===== config.mk =====
export PLATFORM = sky130hd
export DESIGN_NAME = riscv_v_mul_seq
export DESIGN_NICKNAME = d
export VERILOG_FILES = /design/src/rtl/riscv_v_mul_seq.sv
export SDC_FILE = /design/constraint.sdc
export NUM_CORES = 1
export LEC_CHECK = 0
export ABC_AREA = 1
export CORE_AREA = 10 10 354 356
export CTS_CLUSTER_SIZE = 30
export DETAILED_ROUTE_END_ITERATION = 10
export DIE_AREA = 0 0 364 366
export GPL_TIMING_DRIVEN = 0
export MAX_ROUTING_LAYER = met4
export PLACE_DENSITY = 0.3
export SYNTH_ARGS = -nofsm -noshare
export SYNTH_HDL_FRONTEND = slang
export SYNTH_SLANG_ARGS = --single-unit

===== constraint.sdc =====
create_clock -name clk -period 2.1 [get_ports clk]
set_input_delay 0.63 -clock clk [delete_from_list [all_inputs] [get_ports clk]]
set_output_delay 0.63 -clock clk [all_outputs]
set_load 0.01 [all_outputs]

===== src/rtl/riscv_v_mul_seq.sv =====
// Sequencer for the 128-bit vector multiply datapath: accepts one op with its
// beat count, streams operand beats through the multiplier and registers each
// result into a single-entry valid/ready output stage.
// Optional: define RISCV_V_MUL_SEQ_PERF_EN to add perf_ops/perf_stall counters.
module riscv_v_mul_seq #(
  parameter int unsigned DATA_WIDTH = 128,
  parameter int unsigned NUM_BYTES  = DATA_WIDTH / 8,
  parameter int unsigned SRC_WIDTH  = DATA_WIDTH + 2 * NUM_BYTES,
  parameter int unsigned MAX_BEATS  = 8,
  parameter int unsigned BEAT_CNT_W = 4
) (
  input  logic                  clk,
  input  logic                  rst_n,
  input  logic                  op_valid,
  output logic                  op_ready,
  input  logic                  op_is_mul,
  input  logic                  op_is_high,
  input  logic                  op_is_signed,
  input  logic [4:0]            op_osize_vector,
  input  logic [BEAT_CNT_W-1:0] op_num_beats,
  input  logic                  src_valid,
  output logic                  src_ready,
  input  logic [SRC_WIDTH-1:0]  src_a,
  input  logic [SRC_WIDTH-1:0]  src_b,
  output logic                  mul_is_mul,
  output logic                  mul_is_high,
  output logic                  mul_is_signed,
  output logic [4:0]            mul_osize_vector,
  output logic [SRC_WIDTH-1:0]  mul_srca,
  output logic [SRC_WIDTH-1:0]  mul_srcb,
  input  logic [DATA_WIDTH-1:0] mul_result,
  output logic                  res_valid,
  input  logic                  res_ready,
  output logic [DATA_WIDTH-1:0] res_data,
  output logic                  res_last,
  output logic                  busy
`ifdef RISCV_V_MUL_SEQ_PERF_EN
  ,
  output logic [31:0]           perf_ops,
  output logic [31:0]           perf_stall
`endif
);

  typedef enum logic [1:0] {
    IDLE  = 2'd0,
    RUN   = 2'd1,
    DRAIN = 2'd2
  } state_t;

  localparam logic [BEAT_CNT_W-1:0] MAX_B = BEAT_CNT_W'(MAX_BEATS);
  localparam logic [BEAT_CNT_W-1:0] ONE_B = BEAT_CNT_W'(1);

  state_t                  state_q, state_d;
  logic                    cfg_is_mul, cfg_is_high, cfg_is_signed;
  logic [4:0]              cfg_osize;
  logic [BEAT_CNT_W-1:0]   beats_left;
  logic [BEAT_CNT_W-1:0]   num_beats_eff;
  logic                    src_fire;
  logic                    res_fire;

  // Clamp requested beat count into 1..MAX_BEATS
  always_comb begin
    num_beats_eff = op_num_beats;
    if (op_num_beats == '0)
      num_beats_eff = ONE_B;
    else if (op_num_beats > MAX_B)
      num_beats_eff = MAX_B;
  end

  // Next-state and handshake-ready generation
  always_comb begin
    state_d   = state_q;
    op_ready  = 1'b0;
    src_ready = 1'b0;
    case (state_q)
      IDLE: begin
        op_ready = 1'b1;
        if (op_valid) state_d = RUN;
      end
      RUN: begin
        src_ready = !res_valid || res_ready;
        if (src_valid && src_ready && beats_left == ONE_B) state_d = DRAIN;
      end
      DRAIN: begin
        if (res_valid && res_ready) state_d = IDLE;
      end
      default: state_d = IDLE;
    endcase
  end

  assign src_fire = src_valid && src_ready;
  assign res_fire = res_valid && res_ready;
  assign busy     = (state_q != IDLE);

  // State register
  always_ff @(posedge clk or negedge rst_n) begin
    if (!rst_n) state_q <= IDLE;
    else        state_q <= state_d;
  end

  // Latch op configuration when an op is accepted
  always_ff @(posedge clk or negedge rst_n) begin
    if (!rst_n) begin
      cfg_is_mul    <= 1'b0;
      cfg_is_high   <= 1'b0;
      cfg_is_signed <= 1'b0;
      cfg_osize     <= '0;
    end else if (state_q == IDLE && op_valid) begin
      cfg_is_mul    <= op_is_mul;
      cfg_is_high   <= op_is_high;
      cfg_is_signed <= op_is_signed;
      cfg_osize     <= op_osize_vector;
    end
  end

  // Beat counter: loaded on op accept, decremented per operand handshake
  always_ff @(posedge clk or negedge rst_n) begin
    if (!rst_n)
      beats_left <= '0;
    else if (state_q == IDLE && op_valid)
      beats_left <= num_beats_eff;
    else if (src_fire)
      beats_left <= beats_left - ONE_B;
  end

  // Output stage: a new beat overrides a same-cycle consume, keeping full rate
  always_ff @(posedge clk or negedge rst_n) begin
    if (!rst_n) begin
      res_valid <= 1'b0;
      res_last  <= 1'b0;
      res_data  <= '0;
    end else if (src_fire) begin
      res_valid <= 1'b1;
      res_last  <= (beats_left == ONE_B);
      res_data  <= mul_result;
    end else if (res_fire) begin
      res_valid <= 1'b0;
    end
  end

  // Multiplier drive; is_mul low gates operand A inside the multiplier
  assign mul_srca         = src_a;
  assign mul_srcb         = src_b;
  assign mul_is_mul       = cfg_is_mul && (state_q == RUN) && src_valid;
  assign mul_is_high      = cfg_is_high;
  assign mul_is_signed    = cfg_is_signed;
  assign mul_osize_vector = cfg_osize;

`ifdef RISCV_V_MUL_SEQ_PERF_EN
  // Completed-op and operand-stall counters, wrapping at 2^32
  always_ff @(posedge clk or negedge rst_n) begin
    if (!rst_n) begin
      perf_ops   <= '0;
      perf_stall <= '0;
    end else begin
      if (state_q == DRAIN && res_fire)
        perf_ops <= perf_ops + 32'd1;
      if (state_q == RUN && src_valid && !src_ready)
        perf_stall <= perf_stall + 32'd1;
    end
  end
`endif

endmodule


==> results.py, run 1 <==
metrics = {
    "sta": {
        "maxSlewHeadroom": 0.509,
        "finalSetupViolations": 0,
        "finalCriticalPeriod_ns": 2.09,
        "holdWs_ns": 0.110,
        "rsz0062_at_grt": "true",
        "min_period_over_period": 0.994,
        "worst_pin_slew_ns": 0.737,
        "finalSetupTns_ns": 0,
        "fin_ws_ns": 0.0125,
        "clock.fmax_mhz": 479,
        "slew_viol_final": 0,
        "fin_worst_skew_ns": 0.0252,
        "finalHoldViolCount": 0,
    },
    "floorplan": {
        "coreArea_um2": 118000,
        "die_area_um2": 133000,
        "rows": 126,
        "ios": 926,
        "die_x_um": 364,
        "initial_core_util": 0.0680,
        "dieHeight_um": 366,
    },
    "final_layout": {
        "drive_above_1_share": 0.245,
        "syn2layout_area_growth_pct": 108,
        "nFillCells": 13400,
        "final_cells": 3152,
        "design_area_um2": 16600,
        "utilization": 0.141,
        "final_common_cell": "clkdlybuf4s50_1",
        "fin_nets": 2063,
        "mostFrequentLayoutCells": "clkdlybuf4s50_1 (464), nand2_1 (434), buf_4 (335), dfrtp_1 (143), dlygate4sd2_1 (127)",
    },
    "clocking": {
        "cts_max_path_buffers": 2,
        "clkLatencyLatePin_ns": 0.50,
        "cts_hold_buf": 0,
        "cts_buffers": 17,
        "h-tree-depth": 4,
        "cts.sinks": 144,
        "cts_root_buffer": "clkbuf_16",
        "cts_tree": "built",
        "clk_pin_slew_ns": 0.07,
    },
    "drt": {
        "vias": 8181,
        "drc": 0,
        "drt_pre_antenna_iters": 4,
        "drt_iter0_drc": 228,
        "viasPerCell": 2.60,
        "wl_per_cell_um": 17.2,
        "ant_nets": 0,
        "drt_wl_total_um": 54100,
    },
    "hold_path": {
        "hold_path_class": "input port to asynchronous set/reset pin",
    },
    "setup_path": {
        "required_ns": 1.47,
        "cp_max_fo": 4,
        "r2r_start": "state_q[0]",
        "cp-startpoint": "state_q[0]",
        "endpoint": "mul_is_mul",
        "arrival_ns": 1.46,
        "crit_type": "flop to primary output",
        "rrSetupSlack_ns": 0.21,
        "r2r_cells": 9,
        "end_kind": "primary output",
        "cp-start-kind": "flop",
        "reg2reg_to": "res_data[67]",
    },
    "placed_design": {
        "dp_slack_ns": -0.762,
        "place_congestion": 0.806,
        "dp.final_hpwl_um": 47000,
        "place_inst": 3109,
        "port_buffers": 605,
        "placedInstanceArea_um2": 16000,
    },
    "logic_synthesis": {
        "synth.cell_area_um2": 8010,
        "yosysSeqAreaShare": 0.450,
        "synth_seq_cells": 144,
        "synth_warnings": 0,
        "synth_cell_type_count": 15,
        "syn_inst": 967,
        "avgSynthCellArea_um2": 8.28,
        "syn_nets": 1434,
    },
    "global_routing": {
        "grt_max_degree": 78,
        "grt_pass1_wl_um": 72800,
        "antenna_found_initial": 12,
        "grt_pass1_vias": 9461,
        "grt-ovfl-total": 0,
        "grt_usage": 0.0794,
    },
    "power": {
        "power_density_nw_per_um2": 955,
        "ir_drop_uv": 634,
        "p_total_mw": 15.9,
        "power.leakage_nw": 7.94,
    },
    "status": {
        "status": "completed",
    },
    "flow_run": {
        "maxCapViolCount": 0,
    },
}
## worst min path at each step
| stage | from | end | slack (ns) | depth (start not counted) |
|---|---|---|---|---|
| after global placement | res_data[53] | res_data[53] | 0.47 | 2 |
| final | rst_n | res_data[120] | 0.11 | 1 |
| after detailed placement | res_data[109] | res_data[109] | 0.46 | 2 |
| after floorplan | rst_n | beats_left[0] | 0.33 | 0 |
| after global routing | rst_n | res_data[120] | 0.13 | 1 |
| after CTS | rst_n | res_data[4] | 0.11 | 1 |
## cells by family after synthesis
logic type	share of synthesized area
AOI/OAI and AO/OA	0.00250
adders and majority gates	0.00313
buffers and inverters	0.329
DFF	0.450
and+or+nand+nor	0.215
## cells in the mapped netlist
library cell | number | share of area
nand2_1 | 436 | 0.20
buf_4 | 333 | 0.31
dfrtp_1 | 144 | 0.45
inv_1 | 13 | 0.0061
buf_2 | 12 | 0.0075
nand3_1 | 7 | 0.0044
nor2_1 | 6 | 0.0028
clkbuf_1 | 4 | 0.0019
o21ai_0 | 4 | 0.0025
ha_1 | 2 | 0.0031
inv_2 | 2 | 0.00094
clkinv_1 | 1 | 0.00047
nand3_2 | 1 | 0.0013
nor2_4 | 1 | 0.0014
or2_1 | 1 | 0.00078
## repair_timing
item / in CTS / in global routing
buffers inserted: 2 / 2
setup endpoints to repair: 161 / 39
cloned: 0 / 0
resized for setup: 151 / 16
pin swaps: 2 / 2
## power by group
group          leakage (nW)  switching [mW]  internal [mW]  total, mW
combinational          5.83            3.96           3.35       7.31
clock                 0.326            1.66           2.06       3.72
sequential             1.78           0.768           4.09       4.86
total                  7.94            6.39           9.50       15.9
## per-layer routing
layer | track usage | part of all wire
met1 | 0.0735 | 0.35
met2 | 0.141 | 0.52
met3 | 0.0401 | 0.12
met4 | 0.0255 | 0.013
met5 | - | 0
## sequential cells by signal, indices dropped and copies added (netlist names)
| signal | cells |
|---|---|
| state_q | 2 |
| cfg_is_mul | 1 |
| res_valid | 1 |
| mul_is_signed | 1 |
| beats_left | 4 |
| mul_osize_vector | 5 |
| res_last | 1 |
| mul_is_high | 1 |
| res_data | 128 |
## layout make-up
type | count | area [µm²] | area share
Clock inverter | 15 | 241 | 0.0145
Buffer | 349 | 2590 | 0.156
Antenna cell | 7 | 17.5 | 0.00105
Clock buffer | 17 | 425 | 0.0256
Sequential cell | 144 | 3600 | 0.217
Inverter | 16 | 60.1 | 0.00361
Tap cell | 1536 | 1920 | 0.116
Timing Repair Buffer | 610 | 5980 | 0.359
Multi-Input combinational cell | 458 | 1800 | 0.108
## critical path: stages (launching register included)
cell     delay, ns
dfrtp_1       0.40
inv_2         0.07
nor2_4        0.17
nand2_1       0.06
nor2_1        0.11
buf_4         0.16
Power figures use the tool's default switching activity.
==> run 2: changes to the inputs <==
--- a/config.mk
+++ b/config.mk
@@ -13,6 +13,8 @@
 export GPL_TIMING_DRIVEN = 0
 export MAX_ROUTING_LAYER = met4
 export PLACE_DENSITY = 0.3
+export SKIP_CTS_REPAIR_TIMING = 1
+export SLEW_MARGIN = 20
 export SYNTH_ARGS = -nofsm -noshare
 export SYNTH_HDL_FRONTEND = slang
 export SYNTH_SLANG_ARGS = --single-unit
==> results.py, run 2 (synthesis results as in run 1) <==
metrics = {
    "status": {
        "status": "finished, violations left",
        "violations": "negative setup slack",
    },
    "global_routing": {
        "grt_usage": 0.0797,
        "grt_pass1_vias": 9399,
        "antenna_found_initial": 12,
        "grt_max_degree": 75,
        "grt_pass1_wl_um": 72700,
        "grt-ovfl-total": 0,
    },
    "setup_path": {
        "max_stage_delay_ns": 0.49,
        "end_kind": "primary output",
        "required_ns": 1.47,
        "rrSetupSlack_ns": 0.06,
        "crit_slowest_cell": "clkdlybuf4s50_1",
        "r2r_cells": 7,
        "crit_type": "input port to primary output",
        "arrival_ns": 1.66,
        "reg2reg_to": "res_data[67]",
        "cp_max_fo": 4,
        "cp-start-kind": "input port",
        "r2r_start": "state_q[1]",
        "cp_cell_sequence": "clkdlybuf4s50_1 > inv_1 > nand2_1 > nand2_1 > inv_1 > dlymetal6s2s_1",
    },
    "sta": {
        "clock.fmax_mhz": 436,
        "min_period_over_period": 1.09,
        "slew_viol_final": 0,
        "finalSetupViolations": 5,
        "fin_worst_skew_ns": 0.0120,
        "finalSetupTns_ns": -0.477,
        "fin_ws_ns": -0.194,
        "worst_pin_slew_ns": 0.735,
        "rsz0062_at_grt": "true",
        "finalCriticalPeriod_ns": 2.29,
        "maxSlewHeadroom": 0.510,
        "finalHoldViolCount": 0,
        "holdWs_ns": 0.473,
    },
    "power": {
        "power.leakage_nw": 9.12,
        "ir_drop_uv": 644,
        "power_density_nw_per_um2": 943,
        "p_total_mw": 16.1,
    },
    "final_layout": {
        "fin_nets": 2062,
        "largest_register": "res_data",
        "mostFrequentLayoutCells": "clkdlybuf4s50_1 (465), nand2_1 (436), buf_4 (334), dfrtp_1 (143), dlymetal6s2s_1 (137)",
        "largest_reg_flops": 128,
        "final_cells": 3158,
        "drive_above_1_share": 0.242,
        "utilization": 0.145,
        "syn2layout_area_growth_pct": 113,
        "seqCellArea_um2": 3600,
        "nFillCells": 13400,
        "multiInputGateArea_um2": 1770,
        "design_area_um2": 17100,
        "final_common_cell": "clkdlybuf4s50_1",
    },
    "clocking": {
        "h-tree-depth": 4,
        "clkLatencyLatePin_ns": 0.49,
        "cts.sinks": 144,
        "cts_tree": "built",
        "cts_root_buffer": "clkbuf_16",
        "cts_max_path_buffers": 2,
        "cts_buffers": 17,
        "clk_pin_slew_ns": 0.07,
    },
    "drt": {
        "drt_pre_antenna_iters": 4,
        "drt_iter0_drc": 282,
        "vias": 8199,
        "viasPerCell": 2.60,
        "wl_per_cell_um": 17.2,
        "drc": 0,
        "drt_wl_total_um": 54400,
        "ant_nets": 0,
    },
    "hold_path": {
        "hold_end": "res_data[41]",
        "worstHoldStart": "res_data[41]",
        "hold_path_class": "flop to flop",
        "min_delay_path_depth": 2,
    },
    "placed_design": {
        "port_buffers": 605,
        "place_inst": 3110,
        "place_congestion": 0.806,
        "dp.final_hpwl_um": 47000,
        "placedInstanceArea_um2": 16000,
        "dp_slack_ns": -0.774,
    },
    "floorplan": {
        "coreArea_um2": 118000,
        "dieHeight_um": 366,
        "initial_core_util": 0.0680,
        "ios": 926,
        "die_area_um2": 133000,
        "die_x_um": 364,
        "rows": 126,
    },
    "flow_run": {
        "maxCapViolCount": 0,
    },
}
-- run 2: cell types whose count changed in the layout (fill, tap and decap cells not counted), moves of 2 or more --
| cell | previous run | this run |
|---|---|---|
| buf_6 | 4 | 1 |
| diode_2 | 7 | 14 |
| clkinv_8 | 2 | 0 |
| inv_8 | 4 | 1 |
| clkinv_2 | 0 | 2 |
| clkbuf_8 | 0 | 2 |
| nand2_1 | 434 | 436 |
| bufinv_16 | 4 | 2 |
| dlymetal6s2s_1 | 9 | 137 |
| dlygate4sd2_1 | 127 | 0 |
| nand2_4 | 2 | 0 |
-- run 2: worst max-delay path, delay by kind of cell --
kind / cells / cell delay (ns)
simple gates: 2 / 0.26
buf+inv: 4 / 0.77
-- run 2: how the worst max path moves through the flow --
stage               startpoint      endpoint  slack [ns]
floorplan            res_ready     src_ready        0.57
global placement         rst_n  res_data[43]       -7.12
detailed placement   res_ready  res_data[67]       -0.77
CTS                  res_ready     src_ready       -0.63
global route         res_ready  res_data[67]       -0.35
finish               res_ready     src_ready       -0.19
-- run 2: per-layer routing --
layer	part of all wire	GRT usage	vias up
met4	0.018	0.0256	0
met2	0.51	0.139	516
met3	0.12	0.0423	34
met1	0.35	0.0747	3786
met5	0	-	-
li1	-	-	3863
-- run 2: report_power, final --
part           internal (mW)  total [mW]  switching (mW)
clock                   1.84        3.49            1.65
combinational           3.84        7.75            3.91
sequential              4.09        4.85           0.758
-- run 2: area by class of cell --
type                            count  share of cell area
Antenna cell                       14             0.00205
Buffer                            349               0.151
Clock buffer                       19              0.0266
Clock inverter                     13             0.00881
Inverter                           16             0.00352
Multi-Input combinational cell    458               0.104
Sequential cell                   144               0.211
Tap cell                         1536               0.113
Timing Repair Buffer              609               0.380
